## src/rtl/spec_checkpoint_queue.sv

```systemverilog
// In-order checkpoint FIFO for multi-branch speculation: allocates per-branch register
// snapshots, resolves oldest-first, and on a mispredict flushes, restores and empties.
module spec_checkpoint_queue #(
    parameter int PC_W      = 8,
    parameter int DATA_W    = 8,
    parameter int NREGS     = 8,
    parameter int MAX_BR    = 4,
    parameter int MAX_INSTS = 7,
    parameter int CNT_W     = 3
) (
    input  logic                      clk,
    input  logic                      rst,
    input  logic                      br_issue,
    input  logic [PC_W-1:0]           br_pc,
    input  logic                      br_pred_taken,
    input  logic [PC_W-1:0]           br_pred_target,
    input  logic [NREGS*DATA_W-1:0]   reg_snapshot,
    input  logic                      inst_valid,
    input  logic                      br_resolve,
    input  logic                      res_taken,
    input  logic [PC_W-1:0]           res_target,
    output logic                      spec_mode,
    output logic [$clog2(MAX_BR):0]   spec_count,
    output logic                      spec_full,
    output logic                      issue_stall,
    output logic                      busy,
    output logic                      flush,
    output logic [PC_W-1:0]           correct_pc,
    output logic                      restore_valid,
    output logic [NREGS*DATA_W-1:0]   restore_regs,
    output logic                      spurious_resolve,
    output logic [CNT_W-1:0]          spec_insts
);
    localparam int PTR_W = $clog2(MAX_BR);
    localparam int CNT_BW = PTR_W + 1;

    typedef enum logic [1:0] {
        RUN     = 2'd0,
        FLUSH   = 2'd1,
        RECOVER = 2'd2
    } state_t;

    state_t state_r, state_nxt;

    logic [PTR_W-1:0]        head_r, tail_r;
    logic [CNT_BW-1:0]       count_r;
    logic [CNT_W-1:0]        insts_r;
    logic                    flush_r, spur_r;
    logic [PC_W-1:0]         cpc_r;
    logic [NREGS*DATA_W-1:0] regs_r;

    logic [PC_W-1:0]         ent_pc    [MAX_BR];
    logic                    ent_taken [MAX_BR];
    logic [PC_W-1:0]         ent_tgt   [MAX_BR];
    logic [NREGS*DATA_W-1:0] ent_snap  [MAX_BR];

    logic run_s, full_s, empty_s, resolve_s, hit_s, correct_s, mispredict_s, alloc_s, budget_s;

    assign run_s        = (state_r == RUN);
    assign full_s       = (count_r == CNT_BW'(MAX_BR));
    assign empty_s      = (count_r == {CNT_BW{1'b0}});
    assign budget_s     = (insts_r == CNT_W'(MAX_INSTS));
    assign resolve_s    = run_s && br_resolve && !empty_s;
    // A not-taken outcome matches on direction alone; the target only matters when taken.
    assign hit_s        = (res_taken == ent_taken[head_r]) &&
                          (!res_taken || (res_target == ent_tgt[head_r]));
    assign correct_s    = resolve_s && hit_s;
    assign mispredict_s = resolve_s && !hit_s;
    // A full queue can still accept a branch when the head retires in the same cycle.
    assign alloc_s      = run_s && br_issue && (!full_s || correct_s) && !mispredict_s;

    // Next-state logic for the recovery sequencer.
    always_comb begin
        state_nxt = state_r;
        case (state_r)
            RUN: begin
                if (mispredict_s) begin
                    state_nxt = FLUSH;
                end else begin
                    state_nxt = RUN;
                end
            end
            FLUSH:   state_nxt = RECOVER;
            RECOVER: state_nxt = RUN;
            default: state_nxt = RUN;
        endcase
    end

    // Control state: FSM, pointers, counters and registered pulse outputs.
    always_ff @(posedge clk or posedge rst) begin
        if (rst) begin
            state_r <= RUN;
            head_r  <= {PTR_W{1'b0}};
            tail_r  <= {PTR_W{1'b0}};
            count_r <= {CNT_BW{1'b0}};
            insts_r <= {CNT_W{1'b0}};
            flush_r <= 1'b0;
            spur_r  <= 1'b0;
            cpc_r   <= {PC_W{1'b0}};
            regs_r  <= {(NREGS*DATA_W){1'b0}};
        end else begin
            state_r <= state_nxt;
            flush_r <= mispredict_s;
            spur_r  <= br_resolve && empty_s;
            if (mispredict_s) begin
                head_r  <= tail_r;
                count_r <= {CNT_BW{1'b0}};
                insts_r <= {CNT_W{1'b0}};
                cpc_r   <= res_taken ? res_target : (ent_pc[head_r] + PC_W'(1));
                regs_r  <= ent_snap[head_r];
            end else begin
                if (correct_s) begin
                    head_r <= head_r + PTR_W'(1);
                end else begin
                    head_r <= head_r;
                end
                if (alloc_s) begin
                    tail_r <= tail_r + PTR_W'(1);
                end else begin
                    tail_r <= tail_r;
                end
                case ({alloc_s, correct_s})
                    2'b10:   count_r <= count_r + CNT_BW'(1);
                    2'b01:   count_r <= count_r - CNT_BW'(1);
                    default: count_r <= count_r;
                endcase
                if (correct_s) begin
                    insts_r <= {CNT_W{1'b0}};
                end else if (inst_valid && run_s && !empty_s && !budget_s) begin
                    insts_r <= insts_r + CNT_W'(1);
                end else begin
                    insts_r <= insts_r;
                end
            end
        end
    end

    // Checkpoint storage; contents are don't-care until allocated.
    always_ff @(posedge clk) begin
        if (alloc_s) begin
            ent_pc[tail_r]    <= br_pc;
            ent_taken[tail_r] <= br_pred_taken;
            ent_tgt[tail_r]   <= br_pred_target;
            ent_snap[tail_r]  <= reg_snapshot;
        end
    end

    assign spec_mode        = !empty_s;
    assign spec_count       = count_r;
    assign spec_full        = full_s;
    assign busy             = !run_s;
    assign issue_stall      = full_s || budget_s || !run_s;
    assign flush            = flush_r;
    assign restore_valid    = flush_r;
    assign correct_pc       = cpc_r;
    assign restore_regs     = regs_r;
    assign spurious_resolve = spur_r;
    assign spec_insts       = insts_r;
endmodule
```

## config.mk

```make
export PLATFORM = sky130hd
export DESIGN_NAME = spec_checkpoint_queue
export DESIGN_NICKNAME = d
export VERILOG_FILES = /design/src/rtl/spec_checkpoint_queue.sv
export SDC_FILE = /design/constraint.sdc
export NUM_CORES = 1
export LEC_CHECK = 0
export ABC_AREA = 1
export CORE_ASPECT_RATIO = 1.25
export CORE_MARGIN = 1
export CORE_UTILIZATION = 60
export DETAILED_ROUTE_END_ITERATION = 8
export PLACE_DENSITY_LB_ADDON = 0.15
export SLEW_MARGIN = 25
export SYNTH_ARGS = -nofsm -noshare
export SYNTH_HDL_FRONTEND = slang
export SYNTH_SLANG_ARGS = --single-unit
```

## constraint.sdc

```tcl
create_clock -name clk -period 9.7 [get_ports clk]
set_input_delay 0.97 -clock clk [delete_from_list [all_inputs] [get_ports clk]]
set_output_delay 0.97 -clock clk [all_outputs]
set_load 0.02 [all_outputs]
```

==> run metrics <==
crit start category=flop; Clock Power Share=0.233; status=finished, final reports clean; syn_nets=1378; DR pass1 iterations=5; switching part of the total=0.358; commonest non-fill, non-tap cells in the layout=edfxtp_1 (324), nand2_1 (306), clkdlybuf4s50_1 (179); RR Startpoint=head_r[1]$_DFFE_PP0P_; Seq/Total Area, Yosys=0.752; Area growth, synth to finish=20.7%; max-slew violation count=0; FF-to-FF setup slack=a little under 4000 ps; Static Leak=roughly 7.1 nW; GRT met1 Usage=0.332; initial antenna violation count=0; final hold vios=0; layout cell share with drive strength beyond 1=0.0560; Final #Nets=around 1500; starting DRC count in detailed routing=698; Hold Crit Depth=1; worst path arrival time=about 6000 ps; Avg WL per Cell=18.7 um; Slew HR=0.326; Ant. Diodes=0; placed instance count=1736; gr ovfl total=0; Worst Reg-to-Reg Cells=14; Die Y=183 um; vias per cell=approximately 5.7; top post-synthesis cells by area=edfxtp_1 (62%), dfrtp_1 (14%), nand2_1 (7.3%); first-pass GRT wire length=52500 um; total wire length=about 34000 um; number of global-route vias before repair=10022; RSZ-0062 raised after global routing=no; post-synth top area share=0.616; clock buffer depth=3; Design Area, Final=0.0191 mm2; Net Switching=~2.2 mW; Post-CTS Repair Setup Buffers=0; Setup TNS=0 ps; internal power=3.93 mW; htree depth=2; Post-DP Area=0.0178 mm2; Max-Cap Viols=0; Post-CTS Hold Buffers=0; dpl ws=3680 ps; crit path time final=~5800 ps; vias after detailed routing=10258; Mapped Area=0.0158 mm2; Post-DP HPWL=19100 um; IO Count=180; Crit Path Category=flop to flop; Core Region=0.0259 mm2; CTS resizes=0; TritonCTS clock tree=built; most common cell after layout, fill and taps aside=edfxtp_1; met2 Resource Use GR=0.440; Setup-failing EPs final=0; Hold EP=state_r[1]$_DFF_PP0_; All-Layer GR Usage=0.253; Post-Synthesis Cells=1275; area leader, netlist=edfxtp_1; Crit. End Element=flop; min setup slack post-route=between 3000 and 4000 ps; input/output buffers=179; GR Util met3=0.0376; number of synthesized flops with an enable pin=324; clk slew on worst S/H paths=60 ps; root cell of the clock tree=clkbuf_16; Seq pwr share=0.421; Routed Antenna Nets=0; Worst Min Path Start=state_r[1]$_DFF_PP0_; Synth cell types=36; Hold Path Class=flop to flop; largest net degree at the start of global routing=about 110; #FFs+latches synth=410; worst reg2reg path endpoint=ent_snap[0][61]$_DFFE_PP_; Non-Filler Instances=1803; Final period util=0.603; row count=66; die area=0.0270 mm2; Mapped Avg Cell Area=12.4 um2; Most Used Layer, Global Route=met2; final routed DRC violation total=0; PwrDens=321 mW/mm2; Starting Density=0.609; post-layout util=0.735; final hold slack=424 ps; Synth async-reset ratio=0.210; clock latency at the later pin of the worst-skew pair=520 ps; CP max FO=77; Peak VDD IR=184 uV; Req. time, crit path=approximately 9800 ps; Final Skew=roughly 14 ps; CTS buffer count=37; gpl congestion=0.861; f_max=171 MHz; die width=147 um; synth warn=0; worst slew pin tran=1010 ps; clk sink count=410; Comb power frac=0.345; Post-synth top flop=edfxtp_1; total power=between 6 and 7 mW
==> metal layers <==
| layer | part of all wire | vias up |
|---|---|---|
| met4 | 0.021 | 0 |
| met1 | 0.41 | 5023 |
| met3 | 0.065 | 52 |
| met2 | 0.51 | 379 |
| met5 | 0 | - |
| li1 | - | 4804 |
==> registers in the layout, summed over array words and instances (netlist names) <==
| name | cells |
|---|---|
| ent_snap | 256 |
| restore_regs | 64 |
| ent_pc | 32 |
| ent_tgt | 32 |
| correct_pc | 8 |
| ent_taken | 4 |
| spec_count | 3 |
| spec_insts | 3 |
| head_r | 2 |
| state_r | 2 |
| tail_r | 2 |
| flush | 1 |
| spurious_resolve | 1 |
==> layout make-up <==
cell class / instances / area, um2
timing repair buffer: 193 / 1940
fill: 1730 / 6860
inverter: 28 / 113
tap: 340 / 425
sequential: 410 / 11900
multi-input combinational: 767 / 3520
clock buffer: 44 / 972
clock inverter: 21 / 211
==> cells in the mapped netlist, drive strengths merged, types with 2 or more instances <==
master / n
nor3: 2
o22ai: 68
inv: 27
a32oi: 2
nand4: 4
o21bai: 2
o31ai: 2
nor2: 165
dfrtp: 86
xnor2: 2
clkbuf: 45
xor2: 4
o21ai: 151
buf: 25
a21oi: 7
nand2: 306
nand3: 35
edfxtp: 324
ha: 7
nand3b: 4
==> cells by family after synthesis <==
family,count (synthesis),share of synthesized area
fa+ha+maj,8,0.00681
compound gates,234,0.0812
buf+inv,98,0.0270
xor+xnor,6,0.00333
flops,410,0.752
simple gates,519,0.129
==> worst max path at each step <==
stage / end / startpoint
2_1_floorplan: ent_pc[0][0]$_DFFE_PP_ / res_target[5]
3_3_place_gp: ent_snap[1][46]$_DFFE_PP_ / head_r[0]$_DFFE_PP0P_
3_5_place_dp: ent_snap[1][46]$_DFFE_PP_ / head_r[0]$_DFFE_PP0P_
4_1_cts: ent_snap[1][61]$_DFFE_PP_ / head_r[0]$_DFFE_PP0P_
5_1_grt: ent_snap[0][61]$_DFFE_PP_ / head_r[0]$_DFFE_PP0P_
6_report: ent_snap[0][61]$_DFFE_PP_ / head_r[1]$_DFFE_PP0P_
==> power groups by stage <==
stage / logic [mW] / registers [mW] / clock network (mW)
5_1_grt: 2.33 / 2.63 / 1.51
3_5_place_dp: 2.09 / 2.61 / 0
4_1_cts: 2.11 / 2.58 / 1.45
2_1_floorplan: 1.19 / 2.74 / 0
6_report: 2.11 / 2.58 / 1.43
3_3_place_gp: 2.05 / 2.60 / 0
==> worst max-delay path: stages (launching register included) <==
cell     delay (ps)
dfrtp_2         910
buf_4           520
inv_2           210
nand3_1         160
nand2_1          60
nand2_1          70
nand2_1          50
nor2_1           80
nand3_1         110
or2_1           270
nand3_4          60
buf_4           660
nand2_1         520
nor2_4          920
buf_4           770
Note: power is estimated with default switching activity, not from simulation.
